**src/rtl/inst_fetch_bridge.sv**
```systemverilog
// inst_fetch_bridge: single-outstanding instruction fetch bridge with a one-entry hit buffer
module inst_fetch_bridge #(
  parameter int ADDR_WIDTH = 32,
  parameter int INST_WIDTH = 32
) (
  input  logic                  CLK,
  input  logic                  RST,
  input  logic [ADDR_WIDTH-1:0] PC,
  input  logic                  CE,
  input  logic                  FLUSH,
  output logic [INST_WIDTH-1:0] INST,
  output logic                  INST_VALID,
  output logic                  STALL_REQ,
  output logic                  ADDR_ERR,
  output logic                  INST_REQ,
  output logic [ADDR_WIDTH-1:0] INST_ADDR,
  input  logic                  INST_ADDR_OK,
  input  logic                  INST_DATA_OK,
  input  logic [INST_WIDTH-1:0] INST_RDATA
);
  typedef enum logic [1:0] {IDLE, ADDR, DATA} state_t;
  state_t                  state;
  logic                    drop;
  logic                    held_valid;
  logic [ADDR_WIDTH-1:0]   held_pc;
  logic [ADDR_WIDTH-1:0]   addr_reg;
  logic [INST_WIDTH-1:0]   held_inst;
  logic                    aligned;
  logic                    idle;
  logic                    hit;
  logic                    miss;
  // Match the PC against the buffer; every output is held low while reset is asserted
  always_comb begin
    aligned    = PC[1:0] == 2'b00;
    idle       = RST && state == IDLE;
    hit        = idle && CE && aligned && held_valid && held_pc == PC;
    miss       = idle && CE && aligned && !hit && !FLUSH;
    INST_VALID = hit;
    INST       = hit ? held_inst : '0;
    STALL_REQ  = miss || (RST && state != IDLE);
    ADDR_ERR   = RST && CE && !aligned;
    INST_REQ   = state == ADDR;
    INST_ADDR  = state == ADDR ? addr_reg : '0;
  end
  // Fetch handshake: launch on a miss, hold the request until accepted, buffer or drop the data
  always_ff @(posedge CLK or negedge RST)
    if (!RST) begin
      state      <= IDLE;
      drop       <= 1'b0;
      held_valid <= 1'b0;
      held_pc    <= '0;
      held_inst  <= '0;
      addr_reg   <= '0;
    end else
      case (state)
        IDLE: begin
          if (FLUSH) held_valid <= 1'b0;
          if (miss) begin
            addr_reg <= PC;
            state    <= ADDR;
          end
        end
        ADDR: begin
          if (FLUSH) drop <= 1'b1;
          if (INST_ADDR_OK) state <= DATA;
        end
        DATA:
          if (INST_DATA_OK) begin
            if (drop || FLUSH) held_valid <= 1'b0;
            else begin
              held_valid <= 1'b1;
              held_pc    <= addr_reg;
              held_inst  <= INST_RDATA;
            end
            drop  <= 1'b0;
            state <= IDLE;
          end else if (FLUSH) drop <= 1'b1;
        default: state <= IDLE;
      endcase
endmodule

```
**config.mk**
```make
export PLATFORM = sky130hd
export DESIGN_NAME = inst_fetch_bridge
export DESIGN_NICKNAME = d
export VERILOG_FILES = /design/src/rtl/inst_fetch_bridge.sv
export SDC_FILE = /design/constraint.sdc
export NUM_CORES = 1
export LEC_CHECK = 0
export CAP_MARGIN = 40
export CORE_MARGIN = 5
export CORE_UTILIZATION = 33
export DETAILED_ROUTE_END_ITERATION = 10
export HOLD_SLACK_MARGIN = 0.1
export MAX_ROUTING_LAYER = met4
export PLACE_DENSITY = 0.7
export SETUP_SLACK_MARGIN = 0.4
export SYNTH_ARGS = -nofsm -noshare
export SYNTH_HDL_FRONTEND = slang
export SYNTH_SLANG_ARGS = --single-unit
```
**constraint.sdc**
```tcl
create_clock -name CLK -period 4.8 [get_ports CLK]
set_input_delay 0.48 -clock CLK [delete_from_list [all_inputs] [get_ports CLK]]
set_output_delay 0.48 -clock CLK [all_outputs]
set_load 0.1 [all_outputs]
```
==> impl_results.md <==
* Outcome: finished, final reports clean
* Number of setup buffers added after CTS at 0
* Cell mode on critical path: buf_4
* Sw Share at around 42%
* Sequential Power Share at 35.4%
* Chip Height at approximately 140 µm
* Metal3 WL at about 700 µm
* Final Critical Period at between 3 and 4 ns
* Yosys cell types at 37
* Port bufs at 137
* Starting Density at ~33%
* Skew final at a little under 0.005 ns
* Cell depth of the worst setup path at 8
* WP buf/inv at 3
* Most common cell after layout, fill and taps aside: clkdlybuf4s50_1
* CTS tree: done
* Sum Neg Setup Slack at 0 ns
* Final Hold Fails at 0
* Die X at 138 µm
* Post-Route WL at 15000 µm
* Crit path kind: primary input to output pin
* R2R Path End: held_inst[1]
* Top cell type's share of synthesized area at between 40% and 50%
* Final setup violating endpoints at 0
* Peak VDD IR at roughly 0.34 mV
* Total clock sinks at 100
* Clock Latency Late Sink at about 0.35 ns
* CP cell instances: clkdlybuf4s50_1 > xnor2_1 > nand4_1 > nor4_2 > and3_1 > buf_4 > and2_1 > buf_4
* Slowest Stage Delay on Critical Path at about 0.45 ns
* Top cells by area, synth: dfrtp_1 46%, mux2_2 13%, and2_1 7.5%
* Post-Syn Area at about 0.0054 mm²
* Logic pwr share at roughly 48%
* Critical Path AT at 2.92 ns
* Ys Warns at 0
* Row Count at 47
* Total number of vias at around 4.5k
* Share of post-route cells with drive strength above 1 at between 20% and 30%
* Crit path launch type: primary input
* Synth area leader: dfrtp_1
* Most frequent cells in the layout: 102 x clkdlybuf4s50_1, 100 x dfrtp_1, 65 x and2_1, 64 x mux2_2, 63 x nand2_1
* Final antenna-violating net count at 0
* Drt pass-1 iters at 5
* Worst slew pin tran at 0.903 ns
* Largest net degree at the start of global routing at between 50 and 60
* Reg2Reg Launch Point: state[0]
* Synth Instances at roughly 500
* R2R Setup Slk at roughly 2.2 ns
* Met2 WL post-DR at ~7500 µm
* H-tree depth at 3
* Number of antenna violations at the first check in global routing at 1
* CTS clk-pin slew, worst paths at ~0.060 ns
* CORE AREA at 0.0164 mm²
* P per Cell Area at ~510 mW/mm²
* First-pass GRT wire length at between 20000 and 25000 µm
* Global route total overflow at 0
* HP Class: primary input to async pin
* # DRC at 0
* Clk root buf: clkbuf_16
* WP data required at approximately 4.3 ns
* Sequential share of the synthesized area at ~46%
* Post-Syn Nets at between 500 and 600
* Synthesized flop and latch total at 100
* Area after DPL at 0.00742 mm²
* CTS max path bufs at 2
* Routed wire per std cell at around 17 µm
* RD Place Congestion at 0.846
* Clock power frac at 16.9%
* 1st-iter DRT viols at 264
* Multi-input logic area at 0.00267 mm²
* Vias in the first global route at 4702
* Worst R2R Path Depth at 6
* CP top delay family: buffers and inverters
* Fin crit share at between 70 and 80%
* Synthesized area per cell at roughly 11 µm²
* Slew Viols, Final at 0
* Internal power at ~2.2 mW
* RSZ-0062 raised after global routing: false
* FMAX at 294 MHz
* Final HPWL DP at roughly 11000 µm
* Sw Pwr at between 1.5 and 2 mW
* Fillers at about 1.5k
* Fin nets at roughly 740
* Met1 WL at about 6600 µm
* Leakage power at 3.38 nW
* Fin area at around 0.0077 mm²
* P&R area growth vs syn at 41.2%
* Hold buffers post-CTS at 0
* Max Cap Viol at 0
* TritonCTS buffer count at 9
* Sequential cell area at roughly 0.0025 mm²
* I/O pin cnt at about 140
* Max-Slew Margin vs Limit at between 30% and 40%
* Slowest-stage cell, CP: clkdlybuf4s50_1
* Routed vias/inst at between 5 and 6
* Die area at roughly 0.019 mm²
* Overall Global Routing Usage at 16.3%
* Crit path max fanout at 38
* Setup crit end kind: output pin
* Top routing layer in use: met4
* Resized Gates After CTS at 0
[layout make-up]
type | instances | area share (%)
clock buffer | 10 | 2.98
clock inverter | 5 | 0.391
antenna | 1 | 0.0326
sequential | 100 | 32.6
inverter | 4 | 0.195
tap | 220 | 3.58
multi-input combinational | 370 | 34.8
timing repair buffer | 183 | 25.5
[worst reg2reg max path: stages (launching register included)]
cell and delay, ns:
dfrtp_1 0.40, inv_1 0.15, ha_1 0.24, nand2_1 0.12, nor3_4 0.70, buf_4 0.49, mux2_2 0.40
[cells by family after synthesis]
family	after synthesis	share of synthesized area [%]
AND/OR/NAND/NOR	226	22.8
flip-flops	100	46.0
XOR/XNOR	32	5.15
AO/OA/AOI/OAI	44	6.60
adder cells (fa/ha/maj)	4	0.920
multiplexers	64	13.2
buffers and inverters	43	5.27
[synth_stat cells]
cell type,instances
dfrtp_1,100
and2_1,65
mux2_2,64
nand2_1,63
nand4_1,46
nand3_1,33
a31o_1,30
xnor2_1,30
buf_2,20
buf_6,12
clkbuf_1,4
ha_1,4
inv_1,4
nor2_1,4
a21oi_1,3
nor3_1,3
nor4_2,3
nand2b_1,2
o211ai_1,2
o21a_1,2
o21ai_0,2
xor2_1,2
a2bb2oi_1,1
a31oi_1,1
and3_1,1
and4b_1,1
buf_4,1
clkbuf_2,1
dlygate4sd1_1,1
nor2b_1,1
nor3_2,1
nor4_4,1
o221ai_1,1
o2bb2ai_1,1
o311ai_0,1
or2_2,1
or3_1,1
[routing by layer]
metal	track usage [%]	vias up
met4	3.28	0
li1	-	2112
met3	3.94	11
met2	26.6	128
met1	20.7	2256
met5	-	-
[power by group through the flow]
stage / combinational, mW / sequential [mW] / clock (mW)
after floorplan: 1.18 / 1.31 / 0
after global placement: 1.52 / 1.36 / 0
after detailed placement: 1.86 / 1.39 / 0
after CTS: 1.87 / 1.38 / 0.681
after global routing: 1.97 / 1.42 / 0.715
final: 1.85 / 1.37 / 0.658
[metrics by stage]
step	hold slack [ns]	total power [mW]	setup WS [ns]	utilization [%]	instances
global placement	0.481	2.88	1.47	41.7	841
CTS	0.167	3.92	1.42	46.8	892
floorplan	0.184	2.49	1.39	-	513
detailed placement	0.487	3.25	1.43	45.2	877
global route	0.184	4.10	1.18	46.8	893
finish	0.150	3.88	1.40	46.8	893
[worst max-delay path by stage]
stage               startpoint   endpoint  slack (ns)
finish                  PC[29]   INST[15]        1.40
global route          state[0]   INST[17]        1.18
CTS                        RST   INST[17]        1.42
detailed placement         RST   INST[12]        1.43
global placement           RST   INST[12]        1.47
floorplan             state[0]  STALL_REQ        1.39
(Power assumes the default switching activity.)
==> RTL change: new RTL, config.mk and constraints unchanged <==
Set the parameter `INST_WIDTH` to 28 (it was 32).
--- a/src/rtl/inst_fetch_bridge.sv
+++ b/src/rtl/inst_fetch_bridge.sv
@@ -3,3 +3,3 @@
   parameter int ADDR_WIDTH = 32,
-  parameter int INST_WIDTH = 32
+  parameter int INST_WIDTH = 28
 ) (
Ports: changed (resized INST and INST_RDATA); port bits go from 138 to 130. No check against the original RTL was run, so the function may have changed too.
==> RTL change against the original RTL <==
  * Non-clock buffer count shrank 13
  * Wire length shrank 28%
  * Clock power grew 3.2%
  * Power shrank 7.9%
  * Largest cell class is now sequential cells
  * Sequential cell count shrank 4
  * Critical path depth grew 1
  * Register-to-register slack lost 560 ps
  * Core utilization grew 3.5 points
  * Design area shrank 13%
  * Synthesized area shrank 18%
  * Setup slack lost 440 ps
  * Highest routed layer unchanged
==> RTL change: results (changes against the original RTL) <==
| Metric | Value |
|---|---|
| Layout cell share with drive strength beyond 1 | 33.79% (+9.1 points) |
| FILL cells | 1,134 (-26%) |
| Worst R2R Setup Slack | 1610 ps (-560 ps) |
| DR WL met3 | 589 um (-15%) |
| Status | finished, final reports clean |
| NetSw | 1.379 mW (-16%) |
| Hold Slack | 255.5 ps (+105.2 ps) |
| # diodes | 0 (-1) |
| Via-to-Cell Ratio | 4.554 (-9.8%) |
| Via count | 3,133 (-30%) |
| GR Util met3 | 2.816% (-1.1 points) |
| Mean Syn Cell Area | 12.98 um2 (+22%) |
| Initial DRC count | 89 (-66%) |
| Yosys cell types | 25 (-32%) |
| Total track usage | 14.31% (-1.9 points) |
| Post-Synth XOR/XNOR Area | 6.260% (+1.1 points) |
| Area contributors post-synth | dfrtp_1 (54%), mux2_2 (22%), and2_1 (8.7%) |
| Min cycle time layout | 3844 ps (+442.1 ps) |
| Leak | 3.147 nW (-6.8%) |
| Pre-CTS setup slack | 860.3 ps (-569.5 ps) |
| Layout Nets | 579 (-22%) |
| Post-Place Cell Area | 6420 um2 (-14%) |
| GRT met2 Usage | 23.47% (-3.1 points) |
| Placed Cells | 674 (-23%) |
| Crit path launch | PC[6] |
| Adder-cell share of the synthesized area | 1.118% (+0.20 points) |
| GR Util met1 | 17.94% (-2.7 points) |
| Met1 wire length | 4797 um (-27%) |
| Worst R2R Path Depth | 9 (+3) |
| Setup Skew | 5.289 ps (+0.4793 ps) |
| Ranking of synthesized cells by instance count | dfrtp_1 (96), mux2_2 (88), and2_1 (62) |
| Total power | 3.577 mW (-7.9%) |
| DR WL/cell | 15.69 um (-6.5%) |
| Post-synthesis mux area share | 22.64% (+9.4 points) |
| Setup crit end | STALL_REQ |
| Largest net degree at the start of global routing | 54 (-1.8%) |
| Routability congestion estimate | 0.7600 (-10%) |
| Vias in the first global route | 3,509 (-25%) |
| First-pass GRT wire length | 17,810 um (-28%) |
[RTL change: cell types whose count changed after synthesis, sizes merged, moves of 3 or more]
cell,before,now
and2,65,62
buf,33,4
dfrtp,100,96
nand3,33,5
xor2,2,31
mux2,64,90
nand4,46,2
a31o,30,0
nor4,4,7
clkbuf,5,13
xnor2,30,1
nand2,63,2
[RTL change: critical path, stage by stage]
cell	delay [ps]
clkdlybuf4s50_1	450
xor2_1	180
nor4_1	520
nand4_1	230
nor3_4	190
buf_4	310
nand2b_2	490
o21ai_0	270
buf_12	230
[RTL change: final cells by class]
| class | instances | area, um2 | area share [%] |
|---|---|---|---|
| clock buffer | 13 | 240.2 | 3.591 |
| clock inverter | 1 | 30.03 | 0.4488 |
| inverter | 5 | 18.77 | 0.2805 |
| multi-input combinational | 227 | 1969 | 29.44 |
| sequential | 96 | 2402 | 35.91 |
| tap | 176 | 220.2 | 3.292 |
| timing repair buffer | 170 | 1809 | 27.04 |
